[config.mk]
export PLATFORM = sky130hd
export DESIGN_NAME = jt6295_rom_sched_flat
export DESIGN_NICKNAME = d
export VERILOG_FILES = /design/src/rtl/jt6295_pkg.sv /design/src/rtl/jt6295_rom_sched_if.sv /design/src/rtl/jt6295_rom_slot.sv /design/src/rtl/jt6295_rom_sched.sv /design/src/flat_wrapper.sv
export SDC_FILE = /design/constraint.sdc
export NUM_CORES = 1
export LEC_CHECK = 0
export CORE_ASPECT_RATIO = 0.8
export CORE_UTILIZATION = 30
export CTS_BUF_LIST = sky130_fd_sc_hd__clkbuf_8 sky130_fd_sc_hd__clkbuf_16
export DETAILED_ROUTE_END_ITERATION = 16
export PLACE_DENSITY = 0.56
export SKIP_CTS_REPAIR_TIMING = 1
export SLEW_MARGIN = 25
export SYNTH_ARGS = -nofsm -noshare
export SYNTH_HDL_FRONTEND = slang
export SYNTH_SLANG_ARGS = --single-unit
[constraint.sdc]
create_clock -name clk -period 6.4 [get_ports clk]
set_input_delay 1.28 -clock clk [delete_from_list [all_inputs] [get_ports clk]]
set_output_delay 1.28 -clock clk [all_outputs]
set_load 0.005 [all_outputs]
[src/rtl/jt6295_pkg.sv]
// Shared constants and types for the ADPCM ROM access scheduler.
package jt6295_pkg;
  localparam int AW       = 18;
  localparam int NREQ     = 5;
  localparam int CTRL_IDX = 4;

  typedef enum logic [1:0] {
    IDLE,
    ADDR,
    WAIT
  } state_t;
endpackage

[src/rtl/jt6295_rom_sched_if.sv]
// External ADPCM ROM port: the scheduler drives address/select, the ROM returns data/ok.
interface jt6295_rom_sched_if #(
  parameter int AW = jt6295_pkg::AW
) ();
  logic [AW-1:0] rom_addr;
  logic          rom_cs;
  logic [7:0]    rom_data;
  logic          rom_ok;

  modport master (output rom_addr, rom_cs, input rom_data, rom_ok);
  modport slave  (input rom_addr, rom_cs, output rom_data, rom_ok);
endinterface

[src/rtl/jt6295_rom_slot.sv]
// One-entry cache for a single ROM requester; hit is a combinational tag compare.
module jt6295_rom_slot #(
  parameter int AW = 18
) (
  input  logic          clk,
  input  logic          rst_n,
  input  logic [AW-1:0] addr,
  input  logic          we,
  input  logic [AW-1:0] wtag,
  input  logic [7:0]    wdata,
  output logic [7:0]    dout,
  output logic          ok
);
  logic [AW-1:0] tag;
  logic [7:0]    data;
  logic          valid;

  always_ff @(posedge clk or negedge rst_n) begin
    if (!rst_n) begin
      tag   <= '0;
      data  <= '0;
      valid <= 1'b0;
    end else if (we) begin
      tag   <= wtag;
      data  <= wdata;
      valid <= 1'b1;
    end
  end

  assign dout = data;
  assign ok   = valid && (tag == addr);
endmodule

[src/rtl/jt6295_rom_sched.sv]
// Shares the ADPCM ROM port between the ctrl fetcher (top priority) and four
// round-robin channel fetchers, each fronted by a one-entry cache slot.
module jt6295_rom_sched #(
  parameter int AW     = 18,
  parameter int SETTLE = 1,
  parameter int TOUT   = 255
) (
  input  logic                  clk,
  input  logic                  rst_n,
  input  logic                  ctrl_req,
  input  logic [AW-1:0]         ctrl_addr,
  output logic [7:0]            ctrl_dout,
  output logic                  ctrl_ok,
  input  logic [3:0]            ch_req,
  input  logic [4*AW-1:0]       ch_addr,
  output logic [31:0]           ch_dout,
  output logic [3:0]            ch_ok,
  jt6295_rom_sched_if.master    rom,
  output logic                  tout_err
);
  import jt6295_pkg::*;

  state_t              state, state_nx;
  logic [NREQ-1:0]     req, ok, pend, slot_we;
  logic [AW-1:0]       addr [NREQ];
  logic [7:0]          dout [NREQ];
  logic [AW-1:0]       gaddr, rom_addr_r;
  logic [2:0]          gsel, grant_idx;
  logic [1:0]          rr, cand, settle;
  logic [7:0]          tcnt;
  logic                grant_any, fill, abort, rom_cs_r;

  assign req  = {ctrl_req, ch_req};
  assign pend = req & ~ok;

  always_comb begin
    for (int unsigned i = 0; i < 4; i++) addr[i] = ch_addr[i*AW +: AW];
    addr[CTRL_IDX] = ctrl_addr;
  end

  always_comb begin
    ch_dout = '0;
    for (int unsigned i = 0; i < 4; i++) ch_dout[i*8 +: 8] = dout[i];
  end

  assign ch_ok     = ok[3:0];
  assign ctrl_ok   = ok[CTRL_IDX];
  assign ctrl_dout = dout[CTRL_IDX];

  // Channel search starts one past the last channel served, so each waits at most three others.
  always_comb begin
    grant_any = 1'b0;
    grant_idx = '0;
    cand      = '0;
    if (pend[CTRL_IDX]) begin
      grant_any = 1'b1;
      grant_idx = 3'(CTRL_IDX);
    end else begin
      for (int unsigned k = 1; k <= 4; k++) begin
        cand = rr + 2'(k);
        if (!grant_any && pend[{1'b0, cand}]) begin
          grant_any = 1'b1;
          grant_idx = {1'b0, cand};
        end
      end
    end
  end

  always_ff @(posedge clk or negedge rst_n) begin
    if (!rst_n) state <= IDLE;
    else        state <= state_nx;
  end

  always_comb begin
    state_nx = state;
    case (state)
      IDLE:    if (grant_any) state_nx = ADDR;
      ADDR:    state_nx = WAIT;
      WAIT:    if (fill || abort) state_nx = IDLE;
      default: state_nx = IDLE;
    endcase
  end

  // rom_ok is only trusted once the settle window after the address change has elapsed.
  always_comb begin
    fill    = (state == WAIT) && (settle == 2'd0) && rom.rom_ok;
    abort   = (state == WAIT) && !fill && (tcnt == 8'(TOUT - 1));
    slot_we = '0;
    if (fill) slot_we[gsel] = 1'b1;
  end

  always_ff @(posedge clk or negedge rst_n) begin
    if (!rst_n) begin
      rom_addr_r <= '0;
      rom_cs_r   <= 1'b0;
      settle     <= '0;
      tcnt       <= '0;
      gaddr      <= '0;
      gsel       <= '0;
      rr         <= '0;
      tout_err   <= 1'b0;
    end else begin
      case (state)
        IDLE: if (grant_any) begin
          gsel  <= grant_idx;
          gaddr <= addr[grant_idx];
          if (grant_idx != 3'(CTRL_IDX)) rr <= grant_idx[1:0];
        end
        ADDR: begin
          rom_addr_r <= gaddr;
          rom_cs_r   <= 1'b1;
          settle     <= 2'(SETTLE);
          tcnt       <= '0;
        end
        WAIT: begin
          if (settle != 2'd0) settle <= settle - 2'd1;
          tcnt <= tcnt + 8'd1;
          if (fill || abort) rom_cs_r <= 1'b0;
          if (abort) tout_err <= 1'b1;
        end
        default: ;
      endcase
    end
  end

  assign rom.rom_addr = rom_addr_r;
  assign rom.rom_cs   = rom_cs_r;

  for (genvar i = 0; i < NREQ; i++) begin : g_slot
    jt6295_rom_slot #(.AW(AW)) u_slot (
      .clk   (clk),
      .rst_n (rst_n),
      .addr  (addr[i]),
      .we    (slot_we[i]),
      .wtag  (gaddr),
      .wdata (rom.rom_data),
      .dout  (dout[i]),
      .ok    (ok[i])
    );
  end
endmodule
[src/flat_wrapper.sv]
// flat-port wrapper written by rule: the top's interface ports become plain ports
module jt6295_rom_sched_flat import jt6295_pkg::*;
#(
  parameter int AW     = 18,
  parameter int SETTLE = 1,
  parameter int TOUT   = 255
)
  (clk, rst_n, ctrl_req, ctrl_addr, ctrl_dout, ctrl_ok, ch_req, ch_addr, ch_dout, ch_ok, tout_err, rom_rom_addr, rom_rom_cs, rom_rom_data, rom_rom_ok);
  jt6295_rom_sched_if #(.AW(AW)) rom_i ();
  input  logic clk;
  input  logic rst_n;
  input  logic ctrl_req;
  input  logic [AW-1:0] ctrl_addr;
  output logic [7:0] ctrl_dout;
  output logic ctrl_ok;
  input  logic [3:0] ch_req;
  input  logic [4*AW-1:0] ch_addr;
  output logic [31:0] ch_dout;
  output logic [3:0] ch_ok;
  output logic tout_err;
  output wire logic [$bits(rom_i.rom_addr)-1:0] rom_rom_addr;
  output wire logic [$bits(rom_i.rom_cs)-1:0] rom_rom_cs;
  input wire logic [$bits(rom_i.rom_data)-1:0] rom_rom_data;
  input wire logic [$bits(rom_i.rom_ok)-1:0] rom_rom_ok;
  assign rom_rom_addr = rom_i.rom_addr;
  assign rom_rom_cs = rom_i.rom_cs;
  assign rom_i.rom_data = rom_rom_data;
  assign rom_i.rom_ok = rom_rom_ok;
  jt6295_rom_sched #(.AW(AW), .SETTLE(SETTLE), .TOUT(TOUT)) u_core (.clk(clk), .rst_n(rst_n), .ctrl_req(ctrl_req), .ctrl_addr(ctrl_addr), .ctrl_dout(ctrl_dout), .ctrl_ok(ctrl_ok), .ch_req(ch_req), .ch_addr(ch_addr), .ch_dout(ch_dout), .ch_ok(ch_ok), .rom(rom_i), .tout_err(tout_err));
endmodule
==> impl_metrics.toml, run 1 <==
[timing]
hold_viol_final = 0
setup_viol = 0
fmax_mhz = 184
finalClockSkew_ns = 0.0105
finalSetupTns_ns = 0
min_period_ns = 5.45
min_period_over_period_pct = 85.1
max-slew-margin-rel_pct = 34.5
whs_ns = 0.461
slew_viol_final = 0
rsz0062_at_grt = "no"
worst_slew_pin_slew_ns = 0.979

[placement]
routabilityCongestion = 0.941
placed_cells = 1283
hpwl_mm = 21.2
dpl_cell_area_um2 = 11500
portBuffers = 170

[power]
sequentialPowerShare_pct = 41.9
switching_share_pct = 35.0
power.switching_uw = 1600
power_density_nw_per_um2 = 380
combPwrFrac_pct = 35.4
ir_drop_uv = 225
p_clk_share_pct = 22.7
internal-power_uw = 2970
power_leakage_uw = 0.00506

[drt]
avgViaCountPerCell = 4.87
drtIter0Drc = 415
post-route-drc-count = 0
wire_per_inst_um = 22.0
drtPass1Iterations = 5
num_vias = 6406
final_antenna_net_count = 0
routed_wl_mm = 28.9

[worst_setup_path]
required_ns = 5.12
crit_chain = "clkdlybuf4s50_1 -> xnor2_1 -> nand4_1 -> or4_4 -> nor4_1 -> clkdlybuf4s50_1"
start_kind = "input pin"
slowest_stage = "clkdlybuf4s50_1"
critPathTopFamily = "simple AND/OR/NAND/NOR gates"
crit_path_end_kind = "output pin"
cp_num_buf_inv = 2
cp_max_fo = 2
critPathMaxStageDelay_ns = 0.64
crit_path_frequent_cell = "clkdlybuf4s50_1"
crit_type = "input pin to output pin"
crit_arrival_ns = 4.17

[layout]
layout_common_cells = "dfrtp_1, clkdlybuf4s50_1, mux2_2"
stdcell_count = 1316
drive_gt1_share_pct = 24.5
final_area_um2 = 12000
finalCoreUtilization_pct = 39.5
fill_cells = 2960
fin_nets = 1001
syn_to_final_growth_pct = 29.3
final_common_cell = "dfrtp_1"

[grt]
grt_pass1_vias = 6633
grt_max_degree = 106
antenna_found_initial = 2
overflow = 0
gr-usage-all-layers_pct = 18.8
grt_pass1_wl_mm = 43.2

[floorplan]
num_rows = 57
start_util_pct = 30.6
die-area_um2 = 31700
dieHeight_um = 159
dieWidth_um = 199
ios = 171
core_um2 = 30400

[synth]
synth_area_um2 = 9290
synth_area_per_cell_um2 = 13.0
async_flop_share_pct = 100
syn_inst = 715
yosys_warnings = 0
synth-edff-count = 0
syn-num-nets = 827
ys_dominant_reg_cell = "dfrtp_1"
ys_seq_area_share_pct = 51.2
synth-seq-cells = 190
synth_cell_type_count = 54

[clock_network]
numCtsBuffers = 17
clkTransAtPathRegs_ns = 0.07
cts_buffer_depth = 2
h-tree-depth = 4
cts-root-buf = "clkbuf_16"
clkSinkCount = 190
clkLatencyLatePin_ns = 0.44
cts_tree = "yes"

[min_path]
hp-class = "register to register"

[run_status]
status = "completed"

[flow_run]
drv_cap = 0
power by group through the flow:
stage          clock [uW]  combinational (uW)  sequential (uW)
6_report             1040                1610             1910
4_1_cts              1070                1630             1910
3_3_place_gp            0                1610             1920
5_1_grt              1110                1740             1970
3_5_place_dp            0                1620             1930
2_1_floorplan           0                 964             1830
Yosys cell counts (all sizes together), types with 10 or more instances:
library cell	number	area, um^2
xor2	10	87.6
a22oi	22	179
buf	14	138
xnor2	81	709
mux2	149	1680
o21ai	16	80.1
inv	15	56.3
nand2	18	67.6
clkbuf	16	60.1
dfrtp	190	4750
nor2	23	86.3
nand4	32	200
o221ai	18	233
mux2i	37	370
cell type report:
cell class                 instances  area, um^2  area share [%]
antenna                            1        2.50          0.0208
clock buffer                      17         425            3.54
clock inverter                    15         123            1.02
inverter                          15        56.3           0.469
multi-input combinational        480        4310            35.9
sequential                       190        4750            39.6
tap                              413         517            4.30
timing repair buffer             185        1820            15.1
sequential cells by signal (all words and copies together) (netlist names):
register and count:
u_core.gaddr 18, u_core.rr 2, u_core.g_slot.u_slot.tag 90, u_core.gsel 3, u_core.g_slot.u_slot.valid 5, u_core.g_slot.u_slot.dout 40, u_core.rom.rom_addr 18, u_core.settle 2
u_core.tcnt 8, u_core.state 2, u_core.tout_err 1, u_core.rom.rom_cs 1
routing by layer:
metal | GRT usage (%) | wire length, um | up-vias
li1 | - | - | 2972
met1 | 26.7 | 13700 | 3240
met2 | 27.9 | 12800 | 178
met3 | 6.27 | 2190 | 16
met4 | 3.64 | 219 | 0
met5 | 0 | 0 | -
path summary, 6_finish.rpt:
check | startpoint | endpoint | slack, ns | cells after the start
min reg2reg | u_core.tout_err | u_core.tout_err | 0.46 | 1
min in group asynchronous | rst_n | u_core.rom.rom_addr[9] | 0.91 | 1
max | ch_addr[16] | ch_ok[0] | 0.95 | 6
max reg2reg | u_core.g_slot[3].u_slot.tag[11] | u_core.gaddr[16] | 2.71 | 9
max in group asynchronous | rst_n | u_core.g_slot[4].u_slot.tag[15] | 4.06 | 2
min | u_core.tout_err | u_core.tout_err | 0.46 | 1
metrics by stage:
stage	power, uW	setup WS (ns)
3_3_place_gp	3530	1.12
6_report	4560	0.954
2_1_floorplan	2800	2.72
5_1_grt	4820	0.821
3_5_place_dp	3550	1.09
4_1_cts	4600	1.09
cells by family after synthesis:
| logic type | synth area share (%) |
|---|---|
| buf+inv | 2.74 |
| mux | 22.1 |
| flops | 51.2 |
| compound gates | 7.88 |
| fa+ha+maj | 0.808 |
| simple gates | 6.72 |
| xor+xnor | 8.58 |
Note: power is estimated with default switching activity, not from simulation.
==> inputs of run 2 (changes only) <==
--- a/config.mk
+++ b/config.mk
@@ -5,11 +5,14 @@
 export SDC_FILE = /design/constraint.sdc
 export NUM_CORES = 1
 export LEC_CHECK = 0
+export CELL_PAD_IN_SITES_DETAIL_PLACEMENT = 1
+export CELL_PAD_IN_SITES_GLOBAL_PLACEMENT = 2
 export CORE_ASPECT_RATIO = 0.8
 export CORE_UTILIZATION = 30
 export CTS_BUF_LIST = sky130_fd_sc_hd__clkbuf_8 sky130_fd_sc_hd__clkbuf_16
+export CTS_CLUSTER_SIZE = 16
 export DETAILED_ROUTE_END_ITERATION = 16
-export PLACE_DENSITY = 0.56
+export PLACE_DENSITY = 0.74
 export SKIP_CTS_REPAIR_TIMING = 1
 export SLEW_MARGIN = 25
 export SYNTH_ARGS = -nofsm -noshare
==> impl_metrics.toml, run 2 (synthesized netlist as in run 1, its figures left out) <==
[timing]
rsz0062_at_grt = "no"
min_period_over_period_pct = 80.4
hold_viol_final = 0
whs_ns = 0.473
max-slew-margin-rel_pct = 38.0
finalClockSkew_ns = 0.0135
setup_viol = 0
min_period_ns = 5.15
worst_slew_pin_slew_ns = 0.927
fmax_mhz = 194
finalSetupTns_ns = 0
slew_viol_final = 0

[worst_setup_path]
crit_chain = "clkdlybuf4s50_1 -> xnor2_1 -> nand4_1 -> or4_4 -> nor4_1 -> clkdlybuf4s50_1"
slowest_stage = "or4_4"
cp_max_fo = 2
critPathMaxStageDelay_ns = 0.59
required_ns = 5.12
crit_arrival_ns = 3.87
start_kind = "input pin"
crit_path_frequent_cell = "clkdlybuf4s50_1"
crit_path_end_kind = "output pin"
crit_type = "input pin to output pin"
ff2ff_path_depth = 9

[clock_network]
cts-root-buf = "clkbuf_16"
clkLatencyLatePin_ns = 0.45
cts_tree = "yes"
clkTransAtPathRegs_ns = 0.07
cts_buffer_depth = 2
clkSinkCount = 190
h-tree-depth = 4
numCtsBuffers = 17

[layout]
syn_to_final_growth_pct = 30.0
largest_register_ff_count = 90
fin_nets = 1001
drive_gt1_share_pct = 24.5
top_register = "u_core.g_slot.u_slot.tag"
final_common_cell = "dfrtp_1"
antennaDiodeCount = 0
layout_common_cells = "dfrtp_1, clkdlybuf4s50_1, mux2_2"

[power]
power_density_nw_per_um2 = 385
power_leakage_uw = 0.00508
ir_drop_uv = 223

[drt]
num_vias = 6522
wire_per_inst_um = 22.6
avgViaCountPerCell = 4.96
drtIter0Drc = 418
post-route-drc-count = 0
wl_met1_mm = 14.7
met2_wirelength_mm = 12.8
topRoutingLayerUsed = "met4"
final_antenna_net_count = 0
routed_wl_mm = 29.7
wl_met3_mm = 1.85
drtPass1Iterations = 4

[min_path]
worstHoldPathCells = 1
hp-class = "register to register"

[placement]
hpwl_mm = 22.0
routabilityCongestion = 0.868
portBuffers = 170

[floorplan]
die-area_um2 = 31700
ios = 171
core_um2 = 30400
dieHeight_um = 159
num_rows = 57
start_util_pct = 30.6
dieWidth_um = 199

[grt]
overflow = 0
grt_max_degree = 91
grt_pass1_vias = 7008
grt_pass1_wl_mm = 45.5
gr-usage-all-layers_pct = 19.7
antenna_found_initial = 0

[run_status]
status = "completed"

[flow_run]
drv_cap = 0
==> run 2: worst max-delay path: cells and delay by family <==
| kind | cells | cell delay (ns) |
|---|---|---|
| and+or+nand+nor | 3 | 1.11 |
| buffers and inverters | 2 | 1.03 |
| xor gates and xnor gates | 1 | 0.45 |
==> run 2: through the flow <==
step	instance area (um^2)	total power (uW)	std cells	utilization, %	setup WS [ns]
floorplan	9290	2800	715	-	2.72
global placement	11400	3530	1281	37.7	1.24
detailed placement	11500	3570	1283	37.8	1.27
CTS	12100	4690	1315	39.7	1.26
global route	12100	4910	1315	39.7	1.18
finish	12100	4650	1315	39.7	1.25
==> run 2: final timing paths <==
check	start	end	slack [ns]
worst max-delay path	ch_addr[1]	ch_ok[0]	1.25
worst min-delay path	u_core.g_slot[3].u_slot.valid	u_core.g_slot[3].u_slot.valid	0.47
worst max register to register	u_core.g_slot[3].u_slot.tag[1]	u_core.gaddr[13]	2.70
worst min register to register	u_core.g_slot[3].u_slot.valid	u_core.g_slot[3].u_slot.valid	0.47
max in group asynchronous	rst_n	u_core.tcnt[3]	4.24
min in group asynchronous	rst_n	u_core.rom.rom_addr[4]	0.86
==> run 2: routing by layer <==
layer	vias up	track usage (%)
met5	-	0
met4	0	4.83
met3	17	3.88
met2	160	28.3
met1	3387	30.0
li1	2958	-
==> run 2: area by class of cell <==
cell class	count	area (um^2)
clock buffer	17	425
clock inverter	15	160
fill	3268	18300
inverter	15	56.3
multi-input combinational	480	4320
sequential	190	4750
tap	413	517
timing repair buffer	185	1840
==> run 2: power by group <==
group | switching (uW) | total [uW] | internal (uW)
logic | 765 | 1640 | 875
registers | 330 | 1910 | 1580
clock network | 510 | 1090 | 583
